--- src/rtl/register_arbiter.sv ---
// Round-robin write arbiter that shares one N-bit register among NREQ requesters.
// Define REG_ARB_TIMEOUT_EN to bound a grant to MAX_HOLD write cycles when others wait.
module register_arbiter #(
  parameter int N        = 3,
  parameter int NREQ     = 4,
  parameter int MAX_HOLD = 4,
  localparam int IDW     = (NREQ > 1) ? $clog2(NREQ) : 1
) (
  input  logic              clk,
  input  logic              clr,
  input  logic [NREQ-1:0]   req,
  input  logic [NREQ*N-1:0] req_d,
  output logic [NREQ-1:0]   gnt,
  output logic [IDW-1:0]    gnt_id,
  output logic              busy,
  output logic              reg_en,
  output logic [N-1:0]      reg_d
);

  typedef enum logic {IDLE, GRANT} state_t;

  state_t           state, state_nx;
  logic [IDW-1:0]   g, g_nx, ptr, ptr_nx;
  logic [IDW:0]     pick;
  logic             release_now, new_grant, timeout;

  if (NREQ < 2) begin : g_bad_nreq
    $error("register_arbiter: NREQ must be at least 2");
  end
  if (MAX_HOLD < 1) begin : g_bad_hold
    $error("register_arbiter: MAX_HOLD must be at least 1");
  end

  // Returns {found, index} of the first set request scanning start, start+1, ... mod NREQ.
  function automatic logic [IDW:0] rr_pick(input logic [NREQ-1:0] r, input logic [IDW-1:0] start);
    logic           found;
    logic [IDW-1:0] idx;
    found = 1'b0;
    idx   = '0;
    for (int i = 0; i < NREQ; i++) begin
      int k;
      k = (int'(start) + i) % NREQ;
      if (!found && r[k]) begin
        found = 1'b1;
        idx   = k[IDW-1:0];
      end
    end
    return {found, idx};
  endfunction

  function automatic logic [IDW-1:0] next_idx(input logic [IDW-1:0] i);
    return (i == IDW'(NREQ - 1)) ? '0 : i + 1'b1;
  endfunction

  assign busy   = (state == GRANT);
  assign gnt    = busy ? (NREQ'(1) << g) : '0;
  assign gnt_id = busy ? g : '0;
  assign reg_en = busy && req[g];
  assign reg_d  = reg_en ? req_d[int'(g)*N +: N] : '0;

`ifdef REG_ARB_TIMEOUT_EN
  localparam int CW = $clog2(MAX_HOLD + 1);
  logic [CW-1:0] cnt, cnt_inc, cnt_nx;
  logic          other_req;

  // cnt saturates at MAX_HOLD so a lone requester keeps its grant indefinitely.
  always_comb begin
    other_req = |(req & ~(NREQ'(1) << g));
    cnt_inc   = (cnt == CW'(MAX_HOLD)) ? cnt : cnt + 1'b1;
    timeout   = reg_en && (cnt_inc == CW'(MAX_HOLD)) && other_req;
    if (state_nx != GRANT || new_grant) begin
      cnt_nx = '0;
    end else if (reg_en) begin
      cnt_nx = cnt_inc;
    end else begin
      cnt_nx = cnt;
    end
  end

  always_ff @(posedge clk or negedge clr) begin
    if (!clr) begin
      cnt <= '0;
    end else begin
      cnt <= cnt_nx;
    end
  end
`else
  assign timeout = 1'b0;
`endif

  // Release and re-arbitration share one edge, so a waiting requester sees no idle bubble.
  always_comb begin
    state_nx    = state;
    g_nx        = g;
    ptr_nx      = ptr;
    pick        = '0;
    release_now = 1'b0;
    new_grant   = 1'b0;
    case (state)
      IDLE: begin
        pick = rr_pick(req, ptr);
        if (pick[IDW]) begin
          state_nx  = GRANT;
          g_nx      = pick[IDW-1:0];
          new_grant = 1'b1;
        end
      end
      GRANT: begin
        release_now = !req[g] || timeout;
        if (release_now) begin
          ptr_nx = next_idx(g);
          pick   = rr_pick(req, next_idx(g));
          if (pick[IDW]) begin
            g_nx      = pick[IDW-1:0];
            new_grant = 1'b1;
          end else begin
            state_nx = IDLE;
          end
        end
      end
      default: state_nx = IDLE;
    endcase
  end

  always_ff @(posedge clk or negedge clr) begin
    if (!clr) begin
      state <= IDLE;
      g     <= '0;
      ptr   <= '0;
    end else begin
      state <= state_nx;
      g     <= g_nx;
      ptr   <= ptr_nx;
    end
  end

endmodule
--- config.mk ---
export PLATFORM = sky130hd
export DESIGN_NAME = register_arbiter
export DESIGN_NICKNAME = d
export VERILOG_FILES = /design/src/rtl/register_arbiter.sv
export SDC_FILE = /design/constraint.sdc
export NUM_CORES = 1
export LEC_CHECK = 0
export CAP_MARGIN = 30
export CORE_UTILIZATION = 25
export CTS_BUF_LIST = sky130_fd_sc_hd__clkbuf_4
export DETAILED_ROUTE_END_ITERATION = 10
export GPL_ROUTABILITY_DRIVEN = 0
export GPL_TIMING_DRIVEN = 0
export PLACE_DENSITY = 0.49
export REMOVE_ABC_BUFFERS = 1
export SYNTH_ARGS = -nofsm -noshare
export SYNTH_HDL_FRONTEND = slang
export SYNTH_SLANG_ARGS = --single-unit
--- constraint.sdc ---
create_clock -name clk -period 5.15 [get_ports clk]
set_clock_uncertainty 0.15 [all_clocks]
set_input_delay 0.515 -clock clk [delete_from_list [all_inputs] [get_ports clk]]
set_output_delay 0.515 -clock clk [all_outputs]
set_load 0.05 [all_outputs]
==> results.toml <==
[outcome]
status = "finished clean"

[global_routing]
grt_use_met1_pct = 19.4
gr-usage-met3_pct = 1.67
grt_use_total_pct = 13.6
use_met2_pct = 20.9
grt-busiest-layer = "met2"
grt_max_degree = 17
grt_pass1_wl_mm = 2.88
antenna_found_initial = 0
grt_pass1_vias = 600
gr-total-overflow = 0

[logic_synthesis]
syn_inst = 76
synth_top_area_cell = "dfrtp_1"
yosysMostFrequentCell = "and2_1"
yosysWarnings = 0
avgSynthCellArea_um2 = 9.12
yosys-top-cells-area = "dfrtp_1 18%, mux4_1 11%, ha_1 7.2%, and2_1 5.4%, mux2_4 4.3%"
ys_types = 37
synth-seq-cells = 5
netlist.area_leader.share_pct = 18.1
yosysSeqAreaShare_pct = 18.1
synth_edf_count = 0
synth_flop_cell = "dfrtp_1"
synth_area_um2 = 693
async_flop_share_pct = 100

[die]
core_um2 = 2540
initial_utilization_pct = 27.2
num_io_pins = 29
rows = 18
dieArea_um2 = 2990
die_h_um = 54.7
fp.dieW_um = 54.7

[detailed_routing]
drt_iter0_drc = 7
drc = 0
routed_wl_mm = 1.78
routedWlPerCell_um = 13.4
dr.pass1.iters = 4
via_per_inst = 4.87
antenna_left = 0
vias = 648

[critical_path]
r2r_cells = 7
r2r_slack_ns = 2.66
cp.required_ns = 4.49
startpoint_type = "primary input"
crit_type = "in -> out"
end_kind = "output port"
critPathArrivalTime_ns = 2.65
path_max_fanout = 12
r2r_start = "g[0]"
regToRegEndpoint = "g[1]"

[final_layout]
fill_cells = 270
antenna_cells = 0
area_delta_synth_final_pct = 44.6
seq_area_um2 = 125
layout-drive-gt1-share_pct = 13.6
fin_nets = 126
multiInputGateArea_um2 = 507
fin_area_um2 = 1000

[clock_network]
clock-root-buffer = "clkbuf_4"
ctsHtreeMaxLevel = 1
clkTransAtPathRegs_ns = 0.04
cts_made_buffers = 3
clk_latency_ns = 0.24
holdBufCountCts = 0
cts_tree = "built"
cts_sinks = 5
cts_resized = 0
cts.path.max_buffers = 2
cts_setup_buffers = 0

[power]
p_leak_nw = 0.430
peakVddDrop_v = 0.000323
power_density_nw_per_um2 = 614

[placed_design]
place_area_um2 = 972
dp_hpwl_mm = 1.36
io_buffers = 28

[sta]
finalSetupViolations = 0
maxSlewViolCount = 0
worst_pin_slew_ns = 0.521
rsz0062_at_grt = "no"
whs_ns = 0.342
fin_crit_sh_pct = 64.4
hold_viol_final = 0
slew_headroom_pct = 65.3
period_minus_slack_ns = 3.32
totalNegativeSetupSlack_ns = 0
max_freq_mhz = 301

[worst_hold_path]
hold_path.class = "in -> async"

[flow_run]
maxCapViolations = 0
## metrics by stage
| step | power (mW) | setup WS, ns | util (%) | instances |
|---|---|---|---|---|
| 2_1_floorplan | 0.432 | 3.00 | - | 71 |
| 3_3_place_gp | 0.567 | 1.85 | 38.2 | 129 |
| 3_5_place_dp | 0.571 | 1.83 | 38.2 | 129 |
| 4_1_cts | 0.624 | 1.83 | 39.4 | 133 |
| 5_1_grt | 0.661 | 1.75 | 39.4 | 133 |
| 6_report | 0.616 | 1.83 | 39.4 | 133 |
## critical path, stage by stage
cell             delay, ns
clkdlybuf4s50_1       0.62
mux4_2                0.63
and3_1                0.19
clkdlybuf4s50_1       0.70
## sequential cells by signal (all words and copies together) (netlist names)
| signal | flops |
|---|---|
| g | 2 |
| ptr | 2 |
| busy | 1 |
## worst max path at each step
stage	start	to	slack [ns]	cells past startpoint
after floorplan	g[0]	reg_d[0]	3.00	2
after global placement	req[3]	reg_d[0]	1.85	4
after detailed placement	req[3]	reg_d[0]	1.83	4
after CTS	req[3]	reg_d[0]	1.83	4
after global routing	req[3]	reg_d[1]	1.75	4
final	req[3]	reg_d[1]	1.83	4
## power breakdown
| part | total [mW] | switching (mW) | internal (mW) |
|---|---|---|---|
| Combinational | 0.468 | 0.263 | 0.205 |
| Sequential | 0.0982 | 0.0423 | 0.0559 |
| Clock | 0.0495 | 0.0150 | 0.0345 |
| Total | 0.616 | 0.320 | 0.296 |
## cell families after synthesis
kind of cell               Yosys count  synth area share, %
DFF                                  5                 18.1
and+or+nand+nor                     28                 24.5
buffers and inverters               11                 8.84
adders and majority gates            4                 7.22
AOI/OAI and AO/OA                   21                 20.9
muxes                                7                 20.4
## routing by layer
metal | vias up | part of all wire [%] | wire length, um
li1 | 336 | - | -
met1 | 297 | 50 | 884
met2 | 15 | 47 | 844
met3 | 0 | 2.9 | 51
met4 | 0 | 0 | 0
met5 | - | 0 | 0
## placed cells by master, fill, tap and decap left out, drive strengths merged, types with 4 or more instances in the layout
cell type	synthesis	layout
dfrtp	5	5
ha	4	4
a21oi	5	5
inv	6	6
clkbuf	1	4
clkdlybuf4s50	0	28
o21ai	4	4
and2	7	7
nand2	6	6
nor2	6	6
mux4	4	4
and3	4	4
## layout make-up
| class | count | share of cell area [%] |
|---|---|---|
| Clock buffer | 4 | 3.00 |
| Sequential cell | 5 | 12.5 |
| Multi-Input combinational cell | 60 | 50.6 |
| Inverter | 6 | 2.25 |
| Tap cell | 30 | 3.75 |
| Timing Repair Buffer | 28 | 28.0 |
Note: power is estimated with default switching activity, not from simulation.
